### src/rtl/skolem_pkg.sv
// Shared types and helpers for the bit-serial Skolem witness generator of (-x) <op> t.
package skolem_pkg;

  typedef enum logic [1:0] {
    MODE_SGT = 2'b00,
    MODE_SGE = 2'b01,
    MODE_SLT = 2'b10,
    MODE_SLE = 2'b11
  } sk_mode_t;

  typedef enum logic [1:0] {
    ST_IDLE  = 2'b00,
    ST_SHIFT = 2'b01,
    ST_DONE  = 2'b10
  } sk_state_t;

  // Constant K added to ~t so that x = ~t + K gives the witness for each mode.
  function automatic logic [1:0] mode_k(input sk_mode_t mode);
    case (mode)
      MODE_SGT: return 2'd0;
      MODE_SLT: return 2'd2;
      default:  return 2'd1;
    endcase
  endfunction

  function automatic logic sat_of(input sk_mode_t mode, input logic lt, input logic eq);
    case (mode)
      MODE_SGT: return ~lt & ~eq;
      MODE_SGE: return ~lt;
      MODE_SLT: return lt;
      default:  return lt | eq;
    endcase
  endfunction

endpackage

### src/rtl/sneg_serial_cmp.sv
// One-bit-per-cycle datapath: x = ~t + K, nb = -x, and signed compare of -x against t, LSB-first.
module sneg_serial_cmp (
  input  logic clk,
  input  logic rst,
  input  logic clear,
  input  logic en,
  input  logic t_bit,
  input  logic k_bit,
  input  logic is_msb,
  output logic xb,
  output logic nb,
  output logic lt_next,
  output logic eq_next
);

  logic c1;
  logic c2;
  logic lt;
  logic eq;
  logic nt;

  assign nt      = ~t_bit;
  assign xb      = nt ^ k_bit ^ c1;
  assign nb      = ~xb ^ c2;
  assign eq_next = eq & (nb == t_bit);

  // A higher mismatching bit overrides lower ones; at the sign bit the meaning of a 1 flips.
  always_comb begin
    lt_next = lt;
    if (nb != t_bit) begin
      lt_next = is_msb ? nb : (~nb & t_bit);
    end
  end

  always_ff @(posedge clk) begin
    if (rst) begin
      c1 <= 1'b0;
      c2 <= 1'b0;
      lt <= 1'b0;
      eq <= 1'b0;
    end else if (clear) begin
      c1 <= 1'b0;
      c2 <= 1'b1;
      lt <= 1'b0;
      eq <= 1'b1;
    end else if (en) begin
      c1 <= (nt & k_bit) | (nt & c1) | (k_bit & c1);
      c2 <= ~xb & c2;
      lt <= lt_next;
      eq <= eq_next;
    end
  end

endmodule

### src/rtl/ic_sneg_cmp_skolem_serial.sv
// Bit-serial Skolem witness generator for (-x) <op> t behind a valid/ready request/response stream.
module ic_sneg_cmp_skolem_serial
  import skolem_pkg::*;
#(
  parameter int W = 8
) (
  input  logic         clk,
  input  logic         rst,
  input  logic         in_valid,
  output logic         in_ready,
  input  logic [W-1:0] in_t,
  input  logic [1:0]   in_mode,
  output logic         out_valid,
  input  logic         out_ready,
  output logic [W-1:0] out_x,
  output logic [W-1:0] out_neg_x,
  output logic         out_sat,
  output logic         busy
);

  localparam int CNT_W = $clog2(W);

  sk_state_t        state;
  sk_state_t        state_next;
  logic [CNT_W-1:0] cnt;
  logic [W-1:0]     t_sr;
  logic [W-1:0]     x_sr;
  logic [W-1:0]     nx_sr;
  sk_mode_t         mode_r;
  logic             sat_r;
  logic [1:0]       k_val;
  logic             k_bit;
  logic             is_msb;
  logic             accept;
  logic             xb;
  logic             nb;
  logic             lt_next;
  logic             eq_next;

  assign accept = (state == ST_IDLE) && in_valid;
  assign is_msb = (cnt == CNT_W'(W - 1));
  assign k_val  = mode_k(mode_r);
  // K only has two bits; all higher addend bits are zero.
  assign k_bit  = (cnt == CNT_W'(0)) ? k_val[0] :
                  (cnt == CNT_W'(1)) ? k_val[1] : 1'b0;

  sneg_serial_cmp u_cmp (
    .clk     (clk),
    .rst     (rst),
    .clear   (accept),
    .en      (state == ST_SHIFT),
    .t_bit   (t_sr[0]),
    .k_bit   (k_bit),
    .is_msb  (is_msb),
    .xb      (xb),
    .nb      (nb),
    .lt_next (lt_next),
    .eq_next (eq_next)
  );

  always_ff @(posedge clk) begin
    if (rst) begin
      state <= ST_IDLE;
    end else begin
      state <= state_next;
    end
  end

  always_comb begin
    state_next = state;
    in_ready   = 1'b0;
    out_valid  = 1'b0;
    busy       = 1'b0;
    case (state)
      ST_IDLE: begin
        in_ready = 1'b1;
        if (in_valid) state_next = ST_SHIFT;
      end
      ST_SHIFT: begin
        busy = 1'b1;
        if (is_msb) state_next = ST_DONE;
      end
      ST_DONE: begin
        busy      = 1'b1;
        out_valid = 1'b1;
        if (out_ready) state_next = ST_IDLE;
      end
      default: state_next = ST_IDLE;
    endcase
  end

  // Result bits enter at the MSB end so bit i lands at position i after W shifts.
  always_ff @(posedge clk) begin
    if (rst) begin
      cnt    <= '0;
      t_sr   <= '0;
      x_sr   <= '0;
      nx_sr  <= '0;
      mode_r <= MODE_SGT;
      sat_r  <= 1'b0;
    end else begin
      case (state)
        ST_IDLE: begin
          if (in_valid) begin
            t_sr   <= in_t;
            mode_r <= sk_mode_t'(in_mode);
            cnt    <= '0;
          end
        end
        ST_SHIFT: begin
          t_sr  <= {1'b0, t_sr[W-1:1]};
          x_sr  <= {xb, x_sr[W-1:1]};
          nx_sr <= {nb, nx_sr[W-1:1]};
          if (is_msb) begin
            cnt   <= '0;
            sat_r <= sat_of(mode_r, lt_next, eq_next);
          end else begin
            cnt <= cnt + CNT_W'(1);
          end
        end
        default: ;
      endcase
    end
  end

  assign out_x     = x_sr;
  assign out_neg_x = nx_sr;
  assign out_sat   = sat_r;

endmodule

### config.mk
export PLATFORM = sky130hd
export DESIGN_NAME = ic_sneg_cmp_skolem_serial
export DESIGN_NICKNAME = d
export VERILOG_FILES = /design/src/rtl/skolem_pkg.sv /design/src/rtl/sneg_serial_cmp.sv /design/src/rtl/ic_sneg_cmp_skolem_serial.sv
export SDC_FILE = /design/constraint.sdc
export NUM_CORES = 1
export LEC_CHECK = 0
export BUFFER_PORTS_ARGS = -buffer_cell sky130_fd_sc_hd__buf_2
export CORE_MARGIN = 3
export CORE_UTILIZATION = 26
export CTS_BUF_LIST = sky130_fd_sc_hd__clkbuf_16
export DETAILED_ROUTE_END_ITERATION = 10
export PLACE_DENSITY_LB_ADDON = 0.15
export SETUP_SLACK_MARGIN = 0.4
export SLEW_MARGIN = 20
export SYNTH_ARGS = -nofsm -noshare
export SYNTH_HDL_FRONTEND = slang
export SYNTH_SLANG_ARGS = --single-unit
### constraint.sdc
create_clock -name clk -period 8.2 [get_ports clk]
set_input_delay 0.82 -clock clk [delete_from_list [all_inputs] [get_ports clk]]
set_output_delay 0.82 -clock clk [all_outputs]
set_load 0.01 [all_outputs]
==> impl_metrics.toml <==
[critical_path]
worstPathArrival_ns = 3.02
setup.worst_path.end_class = "flip-flop"
path_common_cell = "ha_1"
crit_type = "flip-flop to flip-flop"
crit_chain = "inv_1, ha_1, nor2_1, nand3_1, a21o_1, fa_1, ha_1, inv_1, ha_1, nand2b_1, o211ai_1, a221oi_1"
worstPathRequired_ns = 8.37
max_stage_delay_ns = 0.47
cp_max_fo = 7
critPathSlowestCell = "fa_1"
cp-start-kind = "flip-flop"

[yosys]
synthesis.area_sq_um = 1660
seq_area_frac_synth = 0.435
async_flop_share = 0
syn_inst = 171
netlist.area_leader.share = 0.435
synth_cell_type_count = 35
ys.warnings.count = 0
synth.avg_cell_area_sq_um = 9.69
synth-edff-count = 0
ys_seq_elements = 36
synth_ff_type = "dfxtp_1"
synth_area_leader_cell = "dfxtp_1"
ys_top_cells_by_area = "dfxtp_1 44%, mux2i_1 15%, ha_1 6.8%, nor2_1 5.9%, a211oi_1 4.1%"
syn_nets = 195

[timing]
relSlewSlack = 0.341
clock.fmax_mhz = 352
tightest_slew_ns = 0.988
skew_ns = 0.00343
period_minus_slack_ns = 2.84
period_share = 0.347
grt_setup_unrepaired = "no"
finalHoldViolations = 0
drv_slew = 0
setup_tns_ns = 0
setup_viol = 0

[cells_and_area]
nets = 224
antennaDiodeCount = 0
drive_gt1_frac = 0.225
utilization = 0.327
synthToLayoutAreaGrowth_pct = 19.8
fin_area_sq_um = 1980

[die]
io_pins = 34
core_sq_um = 6060
rows = 28
die_area_sq_um = 7370
die_x_um = 85.8
initial_utilization = 0.273
die_h_um = 85.8

[global_routing]
overflow = 0
grt_max_degree = 39
antenna_found_initial = 0
grt_pass1_vias = 1203
grt_use_total = 0.102
grt_pass1_wl_um = 6020

[clock_tree]
cts.path.max_buffers = 2
clkSinkCount = 36
cts_resized = 0
clock_latency_ns = 0.27
clkSlewWorstSetupHoldPaths_ns = 0.05
cts_inserted_buffers = 5
ctsHoldBuffers = 0
cts_root_buf = "clkbuf_16"
cts_setup_buffers = 0
cts_tree = "built"
htree_levels = 2

[pwr]
switching_share = 0.250
power_mw = 0.426
seq_power_share = 0.444
p_int_mw = 0.319
vdd_drop_max_mv = 0.0793
switchingPower_mw = 0.107
p_clk_frac = 0.406
p_leak_nw = 0.830
power.density_nw_per_um2 = 215
power_frac_comb = 0.150

[drt]
drtPass1Iterations = 4
routed_wl_um = 3560
via_per_inst = 4.60
ant_nets = 0
vias = 1266
wl_per_cell_um = 13.0
drcViolationCount = 0
drt_iter0_drc = 87

[placement]
dpl.hpwl_um = 2320
io_buffers = 33
placed_area_sq_um = 1850
gp_congestion = 0.699

[worst_hold_path]
hp-class = "flip-flop to flip-flop"

[run_status]
status = "completed"

[flow_run]
cap_violations = 0
## final timing paths
kind                               from                     to  slack (ns)  depth (start not counted)
setup / recovery    cnt[0]$_SDFFE_PP0P_  u_cmp.lt$_SDFFE_PP0P_        5.36                         12
hold / removal    u_cmp.lt$_SDFFE_PP0P_  u_cmp.lt$_SDFFE_PP0P_        0.49                          2
setup reg to reg    cnt[0]$_SDFFE_PP0P_  u_cmp.lt$_SDFFE_PP0P_        5.36                         12
hold reg to reg   u_cmp.lt$_SDFFE_PP0P_  u_cmp.lt$_SDFFE_PP0P_        0.49                          2
## cells in the mapped netlist (3+ instances only)
| cell | number |
|---|---|
| inv_1 | 7 |
| nand2b_1 | 4 |
| buf_2 | 3 |
| mux2i_1 | 24 |
| a211oi_1 | 9 |
| nor2_1 | 26 |
| dfxtp_1 | 36 |
| nand3_1 | 3 |
| o21ai_0 | 3 |
| nand2_1 | 8 |
| a21oi_1 | 8 |
| ha_1 | 9 |
## cell usage in the layout (no fill, tap or decap), drive strengths merged
| cell | netlist | routed |
|---|---|---|
| o211ai | 2 | 2 |
| nand3b | 2 | 2 |
| nand2 | 8 | 8 |
| a21oi | 8 | 8 |
| a211oi | 9 | 9 |
| nand2b | 4 | 4 |
| a21o | 1 | 1 |
| nand4 | 1 | 1 |
| clkbuf | 2 | 5 |
| a221oi | 1 | 1 |
| and4b | 1 | 1 |
| a32oi | 2 | 2 |
| clkinv | 0 | 1 |
| or3 | 1 | 1 |
| a31o | 1 | 1 |
| a31oi | 2 | 2 |
| mux2i | 24 | 24 |
| o311ai | 1 | 1 |
| ha | 9 | 9 |
| a311oi | 1 | 1 |
| nand3 | 3 | 3 |
| buf | 9 | 33 |
| fa | 1 | 1 |
| o21ai | 3 | 3 |
| inv | 7 | 8 |
| and3 | 1 | 1 |
| nor2 | 26 | 26 |
| or2 | 1 | 1 |
| nor2b | 1 | 1 |
| dfxtp | 36 | 36 |
| o21a | 1 | 1 |
| mux2 | 2 | 2 |
## through the flow
step	hold slack [ns]	std cells	setup WS, ns
after floorplan	0.455	171	5.54
after global placement	0.476	268	5.43
after detailed placement	0.482	268	5.33
after CTS	0.491	275	5.33
after global routing	0.510	275	5.13
final	0.490	275	5.36
## registers in the layout, summed over array words and instances (netlist names), 2 cells and up
register and count:
cnt 3, t_sr 8, out_neg_x 8, out_x 8, state 2, mode_r 2
## power by group through the flow
stage / Clock, mW / Combinational [mW] / Sequential [mW]
6_report: 0.173 / 0.0637 / 0.189
4_1_cts: 0.180 / 0.0650 / 0.189
3_3_place_gp: 0 / 0.0645 / 0.193
3_5_place_dp: 0 / 0.0647 / 0.193
2_1_floorplan: 0 / 0.0509 / 0.192
5_1_grt: 0.188 / 0.0725 / 0.190
## routing by layer
metal | GRT usage | vias up | wire [um]
met3 | 0.0317 | 2 | 177
met5 | 0 | - | 0
met4 | 0.0216 | 0 | 11
li1 | - | 656 | -
met1 | 0.147 | 582 | 1860
met2 | 0.148 | 26 | 1520
## kinds of logic after synthesis
logic type                 after synthesis  share of synthesized area
AOI/OAI and AO/OA                       32                      0.131
adders and majority gates               10                     0.0801
buffers and inverters                   18                     0.0566
DFF                                     36                      0.435
muxes                                   26                      0.161
and+or+nand+nor                         49                      0.136
## area by class of cell
type	count	area [sq um]
timing repair buffer	33	165
clock buffer	5	125
multi-input combinational	117	845
fill	642	4080
inverter	7	26.3
tap	75	93.8
clock inverter	2	8.76
sequential	36	721
## critical path: cells and delay by family, from the launching register on
kind | cells | cell delay [ns]
adder cells (fa/ha/maj) | 4 | 1.38
AO/OA/AOI/OAI | 3 | 0.55
flip-flops | 1 | 0.39
AND/OR/NAND/NOR | 3 | 0.32
buffers and inverters | 2 | 0.11
(Power assumes the default switching activity.)
